--- config.mk ---
export PLATFORM = sky130hd
export DESIGN_NAME = cla_pipe_adder
export DESIGN_NICKNAME = d
export VERILOG_FILES = /design/src/rtl/cla_pkg.sv /design/src/rtl/cla_block.sv /design/src/rtl/cla_pipe_adder.sv
export SDC_FILE = /design/constraint.sdc
export NUM_CORES = 1
export LEC_CHECK = 0
export BUFFER_PORTS_ARGS = -buffer_cell sky130_fd_sc_hd__buf_2
export CORE_MARGIN = 4
export CORE_UTILIZATION = 55
export CTS_CLUSTER_DIAMETER = 100
export DETAILED_ROUTE_END_ITERATION = 12
export PLACE_DENSITY = 0.82
export SLEW_MARGIN = 20
export SYNTH_ARGS = -nofsm -noshare
export SYNTH_HDL_FRONTEND = slang
export SYNTH_SLANG_ARGS = --single-unit
--- constraint.sdc ---
create_clock -name clk -period 10.3 [get_ports clk]
set_input_delay 1.545 -clock clk [delete_from_list [all_inputs] [get_ports clk]]
set_output_delay 1.545 -clock clk [all_outputs]
set_load 0.02 [all_outputs]
--- src/rtl/cla_pkg.sv ---
// Shared constants and types for the pipelined carry-lookahead adder.
package cla_pkg;

    // Default number of bits handled by one lookahead block
    localparam int CLA_BLOCK = 4;

    // Propagate/generate pair for one lookahead block
    typedef struct packed {
        logic [CLA_BLOCK-1:0] p;
        logic [CLA_BLOCK-1:0] g;
    } pg_t;

endpackage

--- src/rtl/cla_block.sv ---
// One BLOCK-bit carry-lookahead block: purely combinational a + b + c_in.
module cla_block
    import cla_pkg::*;
#(
    parameter int BLOCK = CLA_BLOCK
) (
    input  logic [BLOCK-1:0] a,
    input  logic [BLOCK-1:0] b,
    input  logic             c_in,
    output logic [BLOCK-1:0] sum,
    output logic             c_out
);

    logic [BLOCK-1:0] p;
    logic [BLOCK-1:0] g;
    logic [BLOCK:0]   c;

    assign p    = a ^ b;
    assign g    = a & b;
    assign c[0] = c_in;

    // Carry chain expressed as generate/propagate recurrence per bit
    for (genvar gi = 0; gi < BLOCK; gi++) begin : g_carry
        assign c[gi+1] = g[gi] | (p[gi] & c[gi]);
    end

    assign sum   = p ^ c[BLOCK-1:0];
    assign c_out = c[BLOCK];

endmodule

--- src/rtl/cla_pipe_adder.sv ---
// Pipelined carry-lookahead adder/subtractor with valid/ready handshake.
// Each stage resolves BLOCK*BLK_PER_STAGE sum bits and forwards its carry;
// operand bits not yet consumed travel alongside, shrinking stage by stage.
// Optional feature: define CLA_PIPE_OVF_EN to compute the signed overflow flag.
module cla_pipe_adder
    import cla_pkg::*;
#(
    parameter int WIDTH         = 32,
    parameter int BLOCK         = CLA_BLOCK,
    parameter int BLK_PER_STAGE = 2
) (
    input  logic             clk,
    input  logic             rst_n,
    input  logic             in_valid,
    output logic             in_ready,
    input  logic [WIDTH-1:0] a,
    input  logic [WIDTH-1:0] b,
    input  logic             cin,
    input  logic             sub,
    output logic             out_valid,
    input  logic             out_ready,
    output logic [WIDTH-1:0] sum,
    output logic             cout,
    output logic             ovf
);

    localparam int S    = BLOCK * BLK_PER_STAGE;
    localparam int NSTG = WIDTH / S;

    if ((S == 0) || ((WIDTH % S) != 0) || (NSTG < 1)) begin : g_cfg_err
        $error("cla_pipe_adder: WIDTH must be a non-zero multiple of BLOCK*BLK_PER_STAGE");
    end

    // Single global advance: the whole pipe moves only when the output slot frees
    logic adv;
    assign adv      = !out_valid || out_ready;
    assign in_ready = adv;

    for (genvar gi = 0; gi < NSTG; gi++) begin : g_stg
        localparam int IW = WIDTH - gi * S;

        logic [IW-1:0]         a_st;
        logic [IW-1:0]         b_st;
        logic                  c_st;
        logic                  v_st;
        logic [BLK_PER_STAGE:0] cch;
        logic [S-1:0]          s_slice;
        logic [(gi+1)*S-1:0]   sum_next;
        logic [(gi+1)*S-1:0]   sum_reg;
        logic                  c_reg;
        logic                  v_reg;

        if (gi == 0) begin : g_src
            // Subtract folds into add: invert b and force the carry-in
            assign a_st     = a;
            assign b_st     = b ^ {WIDTH{sub}};
            assign c_st     = sub | cin;
            assign v_st     = in_valid;
            assign sum_next = s_slice;
        end else begin : g_src
            assign a_st     = g_stg[gi-1].g_rem.a_rem_reg;
            assign b_st     = g_stg[gi-1].g_rem.b_rem_reg;
            assign c_st     = g_stg[gi-1].c_reg;
            assign v_st     = g_stg[gi-1].v_reg;
            assign sum_next = {s_slice, g_stg[gi-1].sum_reg};
        end

        assign cch[0] = c_st;

        for (genvar gb = 0; gb < BLK_PER_STAGE; gb++) begin : g_blk
            cla_block #(.BLOCK(BLOCK)) u_blk (
                .a     (a_st[gb*BLOCK +: BLOCK]),
                .b     (b_st[gb*BLOCK +: BLOCK]),
                .c_in  (cch[gb]),
                .sum   (s_slice[gb*BLOCK +: BLOCK]),
                .c_out (cch[gb+1])
            );
        end

        // Stage result: valid flag, stage carry-out and accumulated sum bits
        always_ff @(posedge clk or negedge rst_n) begin
            if (!rst_n) begin
                v_reg   <= 1'b0;
                c_reg   <= 1'b0;
                sum_reg <= '0;
            end else if (adv) begin
                v_reg   <= v_st;
                c_reg   <= cch[BLK_PER_STAGE];
                sum_reg <= sum_next;
            end
        end

        if (gi < NSTG - 1) begin : g_rem
            logic [IW-S-1:0] a_rem_reg;
            logic [IW-S-1:0] b_rem_reg;

            // Skew-delay the operand bits that later stages still need
            always_ff @(posedge clk or negedge rst_n) begin
                if (!rst_n) begin
                    a_rem_reg <= '0;
                    b_rem_reg <= '0;
                end else if (adv) begin
                    a_rem_reg <= a_st[IW-1:S];
                    b_rem_reg <= b_st[IW-1:S];
                end
            end
        end
    end

    assign out_valid = g_stg[NSTG-1].v_reg;
    assign sum       = g_stg[NSTG-1].sum_reg;
    assign cout      = g_stg[NSTG-1].c_reg;

`ifdef CLA_PIPE_OVF_EN
    logic ovf_next;
    logic ovf_reg;

    // Carry into the MSB recovered from p ^ sum at the top bit, XOR carry-out
    assign ovf_next = g_stg[NSTG-1].a_st[S-1] ^ g_stg[NSTG-1].b_st[S-1]
                    ^ g_stg[NSTG-1].s_slice[S-1] ^ g_stg[NSTG-1].cch[BLK_PER_STAGE];

    // Overflow flag travels with the final stage result
    always_ff @(posedge clk or negedge rst_n) begin
        if (!rst_n) begin
            ovf_reg <= 1'b0;
        end else if (adv) begin
            ovf_reg <= ovf_next;
        end
    end

    assign ovf = ovf_reg;
`else
    assign ovf = 1'b0;
`endif

endmodule
==> results.toml <==
[outcome]
status = "finished clean"

[synthesis]
ys_warn_count = 0
synth.net_count = 608
ys_top_cells_by_area = "dfrtp_1, mux2_4, fa_1"
ys_types = 17
ys_seq_area_share_pct = 54.5
netlist_area_mm2 = 0.00845
yosysTopAreaCell = "dfrtp_1"
syn_inst = 506
ys_ff_latch = 184
yosysTopAreaCellShare_pct = 54.5
avgSynthCellArea_um2 = 16.7

[clock_network]
cts_tree = "done"
cts_buffer_depth = 2
cts.repair.resized = 0
clkTransAtPathRegs_ns = 0.06
clkLatencyLatePin_ns = 0.42
cts_setup_buffers = 0
h-tree-depth = 4
cts_inserted_buffers = 17
cts-root-buf = "clkbuf_16"
holdBufCountCts = 0
cts_sinks = 184

[pwr]
peakVddDrop_v = 0.000153
p_switching_mw = 0.942
p_int_mw = 2.16
sequentialPowerShare_pct = 40.7
pwr-share-clk_pct = 21.9
p_comb_share_pct = 37.4
power.density_mw_per_mm2 = 321
p_leak_nw = 4.72
swShare_pct = 30.3

[final_layout]
fillers = 1080
drive_above_1_share_pct = 49.3
areaGrowthSynthToFinish_pct = 14.3
postLayoutCoreUtil_pct = 63.8
final_cell_mix = "dfrtp_1, mux2_4, buf_2"
stdcell_area_mm2 = 0.00966
nNetsFinal = 707
layout_commonest_cell = "dfrtp_1"

[place]
dpl-instance-area_mm2 = 0.00901
place_hpwl_mm = 9.14
gp_congestion = 0.743
port_buffers = 104

[critical_path]
r2r_cells = 12
reg2reg_to = "sum[31]"
cp_max_fo = 33
path_class = "primary input to flip-flop"
rrSetupSlack_ns = 6.42
critical_path_arrival_ns = 6.25
cp-end-kind = "flip-flop"
start_kind = "primary input"
critPathRequiredTime_ns = 10.61
r2r-start = "g_stg[2].c_reg"

[timing]
fin_worst_skew_ns = 0.00717
hold_viol = 0
slew_headroom_pct = 25.8
fmax_mhz = 168
period_share_pct = 57.8
rsz0062_at_grt = "false"
setup_violations = 0
period_needed_ns = 5.95
slew_viol_final = 0
whs_ns = 0.500
tightest_slew_ns = 1.11
tns_ns = 0

[global_route]
grt_overflow = 0
grt_pass1_vias = 4650
grt.total_usage_pct = 17.2
grt_max_degree = 110
antenna_found_initial = 0
grt_pass1_wl_mm = 23.9

[route]
wl_per_cell_um = 17.4
met1_length_mm = 6.35
antenna_left = 0
route.detailed.drc = 0
vias = 4159
route.met3.wl_um = 529
top_layer_used = "met4"
drtIter0Drc = 236
wl_met2_mm = 6.83
firstDrtPassIters = 4
viasPerCell = 5.16
wirelength_mm = 14.0

[die]
pin_count = 106
dieArea_mm2 = 0.0174
dieHeight_um = 132
initial_core_util_pct = 55.8
die_w_um = 132
coreArea_mm2 = 0.0151
row_count = 45

[worst_hold_path]
hp-start = "g_stg[2].v_reg"
hold_path.class = "flip-flop to flip-flop"
hold_end = "out_valid"
hold_depth = 1

[job]
drv_cap = 0
## worst max-delay path, stage by stage
cell and delay [ns]:
buf_2 0.75, nor2_1 0.18, fa_1 0.48, fa_1 0.43, fa_1 0.43, fa_1 0.44
fa_1 0.43, fa_1 0.43, fa_1 0.39, inv_1 0.08, fa_1 0.41, mux2_4 0.26
## worst max-delay path by stage
stage | startpoint | endpoint
2_1_floorplan | sub | g_stg[0].sum_reg[7]
5_1_grt | sub | g_stg[0].sum_reg[7]
3_3_place_gp | sub | g_stg[0].sum_reg[7]
3_5_place_dp | sub | g_stg[0].sum_reg[7]
6_report | sub | g_stg[0].sum_reg[7]
4_1_cts | sub | g_stg[0].sum_reg[7]
## kinds of logic after synthesis
group	count (synthesis)	share of synthesized area (%)
multiplexers	169	28.2
AND/OR/NAND/NOR	17	1.44
flip-flops	184	54.5
adder cells (fa/ha/maj)	32	7.58
other	1	0.0444
AO/OA/AOI/OAI	14	0.829
XOR/XNOR	32	3.32
buffers and inverters	57	4.09
## layout make-up
cell class	instances	area, um^2	share of cell area (%)
Clock buffer	19	443	4.59
Sequential cell	184	4600	47.7
Multi-Input combinational cell	265	3510	36.3
Inverter	29	109	1.13
Tap cell	188	235	2.44
Timing Repair Buffer	108	579	6.00
Antenna cell	1	2.50	0.0259
Clock inverter	12	175	1.81
## metrics by stage
| stage | total power, mW | cells | setup WS [ns] |
|---|---|---|---|
| after global placement | 2.37 | 773 | 4.00 |
| after CTS | 3.14 | 804 | 4.31 |
| after floorplan | 2.16 | 506 | 4.52 |
| after global routing | 3.30 | 805 | 4.11 |
| final | 3.10 | 806 | 4.35 |
| after detailed placement | 2.44 | 773 | 3.86 |
## power by group through the flow
stage | Combinational [mW] | Sequential, mW | Clock (mW)
6_report | 1.16 | 1.26 | 0.679
5_1_grt | 1.26 | 1.31 | 0.729
4_1_cts | 1.18 | 1.27 | 0.696
3_5_place_dp | 1.16 | 1.28 | 0
3_3_place_gp | 1.12 | 1.25 | 0
2_1_floorplan | 0.867 | 1.29 | 0
## Yosys cell counts
| cell | instances |
|---|---|
| nand2b_1 | 2 |
| buf_4 | 2 |
| a21oi_1 | 14 |
| mux2_4 | 130 |
| fa_1 | 32 |
| xnor2_1 | 9 |
| buf_6 | 15 |
| nor2_1 | 1 |
| nor3b_1 | 14 |
| conb_1 | 1 |
| buf_2 | 9 |
| inv_1 | 29 |
| clkbuf_1 | 2 |
| mux2_2 | 35 |
| dfrtp_1 | 184 |
| mux2i_1 | 4 |
| xor2_1 | 23 |
## layer usage
| metal | global-route usage [%] | up-vias |
|---|---|---|
| li1 | - | 1882 |
| met1 | 22.9 | 2172 |
| met2 | 27.3 | 79 |
| met3 | 4.31 | 26 |
| met4 | 6.94 | 0 |
| met5 | 0 | - |
No activity file was read; power rests on OpenSTA's default activity.
